**config.mk**
```make
export PLATFORM = sky130hd
export DESIGN_NAME = sa_result_collector
export DESIGN_NICKNAME = d
export VERILOG_FILES = /design/src/rtl/sa_result_collector.sv
export SDC_FILE = /design/constraint.sdc
export NUM_CORES = 1
export LEC_CHECK = 0
export BUFFER_PORTS_ARGS = -buffer_cell sky130_fd_sc_hd__buf_2
export CAP_MARGIN = 5
export CORE_ASPECT_RATIO = 0.6
export CORE_MARGIN = 2
export CORE_UTILIZATION = 37
export DETAILED_ROUTE_END_ITERATION = 10
export PLACE_DENSITY_LB_ADDON = 0.25
export SYNTH_ARGS = -nofsm -noshare
export SYNTH_HDL_FRONTEND = slang
export SYNTH_SLANG_ARGS = --single-unit
export TNS_END_PERCENT = 1
```
**constraint.sdc**
```tcl
create_clock -name clk -period 3.1 [get_ports clk]
set_clock_uncertainty 0.2 [all_clocks]
set_input_delay 0.62 -clock clk [delete_from_list [all_inputs] [get_ports clk]]
set_output_delay 0.62 -clock clk [all_outputs]
set_load 0.02 [all_outputs]
```
**src/rtl/sa_result_collector.sv**
```systemverilog
// sa_result_collector: collects result rows shifted out of a 4-lane
// systolic array, saturates each lane to OUT_W bits, tags the row with
// its index inside the frame and queues it in a small FIFO for a
// valid/ready consumer. Sticky flags report clamping and dropped rows.
module sa_result_collector #(
  parameter int ACC_W = 20,
  parameter int OUT_W = 16,
  parameter int DEPTH = 4
) (
  input  logic                    clk,
  input  logic                    rstn,
  input  logic                    out_sign,
  input  logic signed [ACC_W-1:0] pe_out_0,
  input  logic signed [ACC_W-1:0] pe_out_1,
  input  logic signed [ACC_W-1:0] pe_out_2,
  input  logic signed [ACC_W-1:0] pe_out_3,
  input  logic                    clear,
  output logic                    res_valid,
  input  logic                    res_ready,
  output logic [4*OUT_W-1:0]      res_data,
  output logic [1:0]              res_row,
  output logic                    res_last,
  output logic                    frame_done,
  output logic                    sat_seen,
  output logic                    err_overflow
);

  localparam int PTR_W = $clog2(DEPTH);
  localparam int CNT_W = $clog2(DEPTH + 1);
  localparam int ENT_W = 4 * OUT_W + 2;

  localparam logic signed [ACC_W-1:0] SAT_MAX = {{(ACC_W-OUT_W+1){1'b0}}, {(OUT_W-1){1'b1}}};
  localparam logic signed [ACC_W-1:0] SAT_MIN = {{(ACC_W-OUT_W+1){1'b1}}, {(OUT_W-1){1'b0}}};

  function automatic logic signed [OUT_W-1:0] sat_lane(input logic signed [ACC_W-1:0] v);
    if (v > SAT_MAX)      return SAT_MAX[OUT_W-1:0];
    else if (v < SAT_MIN) return SAT_MIN[OUT_W-1:0];
    else                  return v[OUT_W-1:0];
  endfunction

  function automatic logic is_clamped(input logic signed [ACC_W-1:0] v);
    return (v > SAT_MAX) || (v < SAT_MIN);
  endfunction

  typedef enum logic [1:0] {
    IDLE    = 2'd0,
    COLLECT = 2'd1,
    DRAIN   = 2'd2
  } state_t;

  state_t                    state, state_nxt;
  logic [1:0]                row_cnt, row_cnt_nxt, row_tag;

  logic signed [ACC_W-1:0]   lane_in [4];
  logic signed [OUT_W-1:0]   lane_p0 [4];
  logic [3:0]                clamp_p0;
  logic                      vld_p0;
  logic [ENT_W-1:0]          entry_p0;

  logic [ENT_W-1:0]          mem_p1 [DEPTH];
  logic [ENT_W-1:0]          head_p1;
  logic [PTR_W-1:0]          wr_ptr, rd_ptr;
  logic [CNT_W-1:0]          occupancy;
  logic                      full, push, pop, drop;

  // ---- stage p0: combinational saturation and row tagging ----
  assign lane_in[0] = pe_out_0;
  assign lane_in[1] = pe_out_1;
  assign lane_in[2] = pe_out_2;
  assign lane_in[3] = pe_out_3;
  assign vld_p0     = out_sign;

  // Clamp every lane and flag which lanes were clamped.
  always_comb begin
    clamp_p0 = '0;
    for (int i = 0; i < 4; i++) begin
      lane_p0[i]  = sat_lane(lane_in[i]);
      clamp_p0[i] = is_clamped(lane_in[i]);
    end
  end

  assign entry_p0 = {lane_p0[3], lane_p0[2], lane_p0[1], lane_p0[0], row_tag};

  // ---- stage p1: row FIFO ----
  assign res_valid = (occupancy != '0);
  assign full      = (occupancy == CNT_W'(DEPTH));
  assign pop       = res_valid & res_ready;
  assign push      = vld_p0 & (~full | pop);
  assign drop      = vld_p0 & full & ~pop;

  assign head_p1   = mem_p1[rd_ptr];
  // Outputs read zero while empty so reset clears them without resetting storage.
  assign res_data  = res_valid ? head_p1[ENT_W-1:2] : '0;
  assign res_row   = res_valid ? head_p1[1:0] : 2'd0;
  assign res_last  = res_valid & (head_p1[1:0] == 2'd3);

  // Row storage: written on accepted pushes only.
  always_ff @(posedge clk) begin
    if (push) mem_p1[wr_ptr] <= entry_p0;
  end

  // FIFO pointers and occupancy; pointers wrap naturally since DEPTH is a power of two.
  always_ff @(posedge clk or negedge rstn) begin
    if (!rstn) begin
      wr_ptr    <= '0;
      rd_ptr    <= '0;
      occupancy <= '0;
    end else begin
      if (push) wr_ptr <= wr_ptr + 1'b1;
      if (pop)  rd_ptr <= rd_ptr + 1'b1;
      case ({push, pop})
        2'b10:   occupancy <= occupancy + 1'b1;
        2'b01:   occupancy <= occupancy - 1'b1;
        default: occupancy <= occupancy;
      endcase
    end
  end

  // Frame FSM state and row counter register.
  always_ff @(posedge clk or negedge rstn) begin
    if (!rstn) begin
      state   <= IDLE;
      row_cnt <= 2'd0;
    end else begin
      state   <= state_nxt;
      row_cnt <= row_cnt_nxt;
    end
  end

  // Next state, row tag for the incoming row, and row counter update.
  always_comb begin
    state_nxt   = state;
    row_cnt_nxt = row_cnt;
    row_tag     = 2'd0;
    case (state)
      IDLE: begin
        if (out_sign) begin
          row_tag     = 2'd0;
          row_cnt_nxt = 2'd1;
          state_nxt   = COLLECT;
        end
      end
      COLLECT: begin
        if (out_sign) begin
          row_tag     = row_cnt;
          row_cnt_nxt = row_cnt + 2'd1;
          if (row_cnt == 2'd3) state_nxt = DRAIN;
        end
      end
      DRAIN: begin
        if (out_sign) begin
          row_tag     = 2'd0;
          row_cnt_nxt = 2'd1;
          state_nxt   = COLLECT;
        end else if ((occupancy == '0) && !push) begin
          state_nxt   = IDLE;
        end
      end
      default: begin
        state_nxt   = IDLE;
        row_cnt_nxt = 2'd0;
      end
    endcase
  end

  // Frame completion pulse and sticky status; a set on the same edge beats clear.
  always_ff @(posedge clk or negedge rstn) begin
    if (!rstn) begin
      frame_done   <= 1'b0;
      sat_seen     <= 1'b0;
      err_overflow <= 1'b0;
    end else begin
      frame_done <= pop & res_last;
      if (push && (clamp_p0 != 4'd0)) sat_seen <= 1'b1;
      else if (clear)                 sat_seen <= 1'b0;
      if (drop)       err_overflow <= 1'b1;
      else if (clear) err_overflow <= 1'b0;
    end
  end

endmodule

```
==> run_results.csv, run 1 <==
group,metric,value,unit
worst_setup_path,crit_buf_inv,2,
worst_setup_path,ff2ff_path_depth,9,
timing,grt_setup_unrepaired,"yes",
synthesis,synth_adder_area_share,0.00834,
synthesis,synth_top_cell_area_share,0.695,
pwr,ir_drop,0.000516,V
die,die_h,140,um
clock_tree,cts_max_level,1,
worst_setup_path,path_class,"reg -> out",
synthesis,synth_cell_types,34,
synthesis,syn_nets,675,
worst_setup_path,crit_chain,"or3_2 -> buf_6 -> and2_1 -> buf_2",
detailed_routing,wl,24800,um
die,io_pins,156,
die,start_util,0.379,
grt,grtUsageTotal,0.154,
clock_tree,cts.clk_slew.worst_paths,60,ps
clock_tree,clockBufferDepth,3,
synthesis,synth_area_leaders,"edfxtp_1 (70%), mux4_2 (13%), o21a_1 (4.0%)",
synthesis,ys.flop_type,"edfxtp_1",
worst_setup_path,crit_cells,4,
clock_tree,cts_inserted_buffers,28,
detailed_routing,vias_per_cell,5.05,
grt,grt_pass1_vias,6603,
worst_setup_path,worstSetupStartpointType,"flop",
pwr,finalPower,0.0140,W
die,fp.dieW,231,um
synthesis,synth-simple-area-share,0.0595,
die,dieArea,32300,um2
synthesis,netlist_area,11400,um2
synthesis,ys_ff_latch,278,
grt,grt_max_degree,70,
clock_tree,clock_sinks,278,
timing,finalHoldViolCount,0,
die,placementRows,49,
worst_setup_path,r2r_setup_slack,470,ps
timing,slew_viol_final,0,
synthesis,synth_compound_area_frac,0.0433,
die,core,30100,um2
synthesis,synthXorXnorAreaFrac,0.00461,
finish,diodes,0,
worst_setup_path,critPathLaunch,"occupancy[0]",
pwr,leakage,4.93,nW
placement,io_buffer_count,155,
timing,relSlewSlack,0.584,
worst_setup_path,r2r_end,"occupancy[2]",
detailed_routing,drtIter0Drc,310,
clock_tree,tritoncts,"yes",
job,maxCapViolations,0,
synthesis,ys_warn_count,0,
clock_tree,cts_root_buffer,"clkbuf_16",
worst_setup_path,worst_ep_arrival_time,2210,ps
detailed_routing,via_count,5985,
finish,final_common_cell,"edfxtp_1",
synthesis,avgSynthCellArea,19.6,um2
worst_setup_path,path_max_fanout,69,
grt,antenna_found_initial,0,
detailed_routing,drc,0,
finish,layout_common_cells,"edfxtp_1 (264), buf_2 (155), mux4_2 (66)",
synthesis,syn-instance-count,583,
finish,stdcell_count,1186,
timing,finalCritPeriodShare,0.977,
detailed_routing,drt_first_pass_iters,4,
pwr,p_per_area,1010,nW/um2
finish,final_layout_size_suffix_gt1_frac,0.388,
worst_setup_path,rr_startpoint,"occupancy[0]",
grt,grt_pass1_wl,38000,um
timing,finalSetupViolCount,0,
clock_tree,clock_latency,540,ps
synthesis,yosys.area.top_type,"edfxtp_1",
worst_setup_path,endpoint_kind,"primary output",
timing,tightestPinTransition,622,ps
worst_setup_path,crit_family,"simple AND/OR/NAND/NOR gates",
worst_setup_path,required,2280,ps
timing,fmax,0.330,GHz
placement,place_congestion,0.736,
timing,period_needed,3030,ps
synthesis,synth-edff-count,264,
synthesis,synth_top_family_by_area,"multiplexers",
detailed_routing,wl_per_cell,20.9,um
synthesis,seq_area_frac_synth,0.726,
finish,syn2layout_area_growth,21.2,%
detailed_routing,ant_nets,0,
synthesis,synthMuxAreaShare,0.135,
placement,dp_cells,1125,
grt,gr-total-overflow,0,
finish,layout.nets,848,
worst_setup_path,critical-path-max-stage-delay,510,ps
status,status,"complete, no violations",
worst_setup_path,critPathSlowestCell,"or3_2",
worst_setup_path,endpoint,"res_data[30]",
min_path,min_path_type,"in -> reg",
synthesis,synthArstFlopShare,0.0504,
placement,hpwl,15300,um
cells by family (layout without fill, tap and decap cells):
group	Yosys count	after routing
and+or+nand+nor	108	108
adders and majority gates	7	7
DFF	278	278
xor gates and xnor gates	6	6
muxes	71	71
buffers and inverters	45	240
AOI/OAI and AO/OA	68	68
synth_stat cells, types with 2 or more instances:
cell        n
and2_1     70
xor2_1      3
edfxtp_1  264
nand4_1     4
buf_6       4
dfrtp_1    14
xnor2_1     3
clkbuf_1   15
ha_1        6
or4_1       4
mux4_2     66
buf_4       2
nor2b_4     4
mux2i_1     5
a21oi_1     3
buf_2       8
nor2_1      4
and3_1      5
buf_12      3
buf_1       3
nand3_1     2
nand2_1    10
o21a_1     60
inv_1       9
o21ai_0     3
area by class of cell:
| class | count | area [um2] |
|---|---|---|
| Fill cell | 2605 | 16300 |
| Sequential cell | 278 | 8290 |
| Multi-Input combinational cell | 260 | 2870 |
| Timing Repair Buffer | 179 | 1090 |
| Clock buffer | 35 | 779 |
| Tap cell | 408 | 510 |
| Clock inverter | 17 | 240 |
| Inverter | 9 | 33.8 |
flip-flops by register name (all words and copies together), names as in the netlist:
register      cells
row_cnt           2
wr_ptr            2
err_overflow      1
frame_done        1
sat_seen          1
occupancy         3
state             2
rd_ptr            2
mem_p1          264
where the power goes:
part / switching (W) / leakage [nW] / total [W] / internal [W]
registers: 0.000202 / 2.61 / 0.00520 / 0.00499
clock network: 0.00139 / 0.495 / 0.00367 / 0.00228
logic: 0.00293 / 1.82 / 0.00513 / 0.00220
per-layer routing:
metal	wire, um	GRT usage	up-vias
met5	0	0	-
met4	361	0.0261	0
met3	1150	0.0346	38
met2	11900	0.253	135
met1	11400	0.214	3152
li1	-	-	2660
repair_timing:
| action | CTS | global route |
|---|---|---|
| gates cloned | 0 | 0 |
| endpoints found under the hold margin | 14 | 0 |
| resized for setup | 5 | 2 |
| hold buffers | 1 | 0 |
| setup endpoints to repair | 64 | 39 |
| buffers inserted | 3 | 5 |
worst min-delay path by stage:
stage                            start      endpoint  cells after the start  slack, ps
after CTS                        clear      sat_seen                      2         70
after detailed placement  occupancy[2]  occupancy[2]                      1        280
after floorplan                   rstn  err_overflow                      0        120
final                            clear      sat_seen                      2         90
after global routing             clear      sat_seen                      2         80
after global placement    occupancy[2]  occupancy[2]                      1        270
metrics by stage:
stage                util  hold slack (ps)  area, um2  setup slack [ps]  TNS [ps]
floorplan               -              124      11400              -275    -54380
global placement    0.421              273      12700               349         0
detailed placement  0.421              276      12700               210         0
CTS                 0.457             66.0      13800             -13.0     -49.4
global route        0.459             81.3      13800             -29.9     -35.4
finish              0.459             92.9      13800              71.0         0
Note: power is estimated with default switching activity, not from simulation.
==> run 2: changes to the inputs <==
--- a/config.mk
+++ b/config.mk
@@ -5,12 +5,12 @@
 export SDC_FILE = /design/constraint.sdc
 export NUM_CORES = 1
 export LEC_CHECK = 0
-export BUFFER_PORTS_ARGS = -buffer_cell sky130_fd_sc_hd__buf_2
 export CAP_MARGIN = 5
 export CORE_ASPECT_RATIO = 0.6
 export CORE_MARGIN = 2
 export CORE_UTILIZATION = 37
 export DETAILED_ROUTE_END_ITERATION = 10
+export DONT_BUFFER_PORTS = 1
 export PLACE_DENSITY_LB_ADDON = 0.25
 export SYNTH_ARGS = -nofsm -noshare
 export SYNTH_HDL_FRONTEND = slang
==> run_results.csv, run 2 (same netlist as run 1, synthesis figures left out) <==
group,metric,value,unit
clock_tree,clock_sinks,278,
detailed_routing,drc,0,
placement,dpl_cell_area,11900,um2
worst_setup_path,required,2280,ps
clock_tree,cts.clk_slew.worst_paths,60,ps
worst_setup_path,ff2ff_path_depth,9,
timing,fin_setup_tns,0,ps
grt,antenna_found_initial,0,
placement,io_buffer_count,0,
worst_setup_path,critPathLaunch,"rd_ptr[0]",
timing,slew_viol_final,0,
die,core,30100,um2
finish,layout_common_cells,"edfxtp_1 (264), mux4_2 (66), and2_1 (66)",
clock_tree,clockBufferDepth,3,
detailed_routing,wl_per_cell,23.1,um
timing,fmax,0.338,GHz
timing,holdWs,49.0,ps
timing,finalHoldViolCount,0,
timing,grt_setup_unrepaired,"no",
grt,grt_pass1_vias,5912,
clock_tree,cts_root_buffer,"clkbuf_16",
worst_setup_path,crit_buf_inv,1,
worst_setup_path,crit_cells,3,
worst_setup_path,path_class,"reg -> out",
clock_tree,tritoncts,"yes",
detailed_routing,drt_first_pass_iters,4,
grt,grt_max_degree,51,
die,die_h,140,um
timing,tightestPinTransition,683,ps
pwr,ir_drop,0.000464,V
die,io_pins,156,
finish,final_layout_size_suffix_gt1_frac,0.214,
pwr,p_per_area,995,nW/um2
timing,relSlewSlack,0.543,
timing,finalCritPeriodShare,0.953,
detailed_routing,wl,23700,um
finish,syn2layout_area_growth,13.1,%
worst_setup_path,r2r_end,"occupancy[2]",
worst_setup_path,worstSetupStartpointType,"flop",
placement,place_congestion,0.705,
worst_setup_path,critPathSlowestCell,"mux4_2",
clock_tree,cts_max_level,1,
pwr,leakage,4.22,nW
grt,grt_pass1_wl,36300,um
finish,top_register,"mem_p1",
detailed_routing,ant_nets,0,
detailed_routing,via_count,5431,
die,fp.dieW,231,um
finish,largest_register_ffs,264,
min_path,min_path_type,"in -> reg",
detailed_routing,vias_per_cell,5.28,
placement,hpwl,14600,um
timing,finalSetupViolCount,0,
worst_setup_path,endpoint_kind,"primary output",
grt,grtUsageTotal,0.149,
worst_setup_path,worst_ep_arrival_time,2140,ps
clock_tree,cts_inserted_buffers,28,
clock_tree,clock_latency,540,ps
detailed_routing,drtIter0Drc,203,
die,dieArea,32300,um2
worst_setup_path,r2r_setup_slack,590,ps
grt,gr-total-overflow,0,
job,maxCapViolations,0,
die,placementRows,49,
worst_setup_path,path_max_fanout,26,
worst_setup_path,crit_family,"multiplexers",
worst_setup_path,critical-path-max-stage-delay,590,ps
finish,final_common_cell,"edfxtp_1",
status,status,"complete, no violations",
finish,finalInstanceArea,12900,um2
finish,reg_top3,"mem_p1 x264, occupancy x3",
finish,layout.nets,692,
worst_setup_path,rr_startpoint,"occupancy[0]",
finish,diodes,0,
timing,period_needed,2960,ps
worst_setup_path,crit_chain,"buf_12 -> mux4_2 -> and3_1",
die,start_util,0.379,
worst_setup_path,endpoint,"res_last",
-- run 2: cell count changes in the layout (fill, tap and decap cells not counted), sizes merged --
cell,before,now
clkinv,8,11
bufinv,6,3
clkbuf,36,34
buf,177,15
dlygate4sd3,1,8
-- run 2: where the power goes --
part	leakage (nW)	total [W]	internal (W)	switching, W
clock network	0.442	0.00335	0.00196	0.00139
logic	1.17	0.00427	0.00159	0.00267
registers	2.61	0.00521	0.00500	0.000218
-- run 2: layout make-up --
cell class / count / area, um2
clock buffers: 34 / 744
multi-input cells: 260 / 2870
flip-flops and latches: 278 / 8290
repair buffers: 23 / 279
fillers: 2573 / 17200
inverters: 9 / 33.8
clock inverters: 17 / 174
well taps: 408 / 510
-- run 2: worst min path at each step --
stage / slack (ps) / cells past startpoint / to / from
2_1_floorplan: 120 / 0 / err_overflow / rstn
3_3_place_gp: 120 / 0 / frame_done / rstn
3_5_place_dp: 120 / 0 / frame_done / rstn
4_1_cts: 10 / 2 / row_cnt[0] / out_sign
5_1_grt: 30 / 3 / state[1] / out_sign
6_report: 50 / 2 / row_cnt[0] / out_sign
-- run 2: through the flow --
step | setup WS, ps | utilization | total power (W) | instances
finish | 144 | 0.428 | 0.0128 | 1029
global route | 36.5 | 0.428 | 0.0135 | 1029
CTS | 29.3 | 0.428 | 0.0131 | 1029
detailed placement | 451 | 0.395 | 0.00965 | 969
global placement | 449 | 0.395 | 0.00955 | 969
floorplan | -275 | - | 0.00869 | 583
-- run 2: timing repair --
| item | 4_1_cts | 5_1_grt |
|---|---|---|
| hold buffers | 8 | 0 |
| hold endpoints to repair | 33 | 0 |
| buffers inserted | 1 | 0 |
| setup endpoints to repair | 54 | 6 |
| resized for setup | 1 | 1 |
-- run 2: routing by layer --
metal  up-vias  share of wire  GRT usage
li1       2360              -          -
met1      2917           0.45      0.209
met2       123           0.48      0.240
met3        31          0.052     0.0348
met4         0          0.018     0.0312
met5         -              0          0
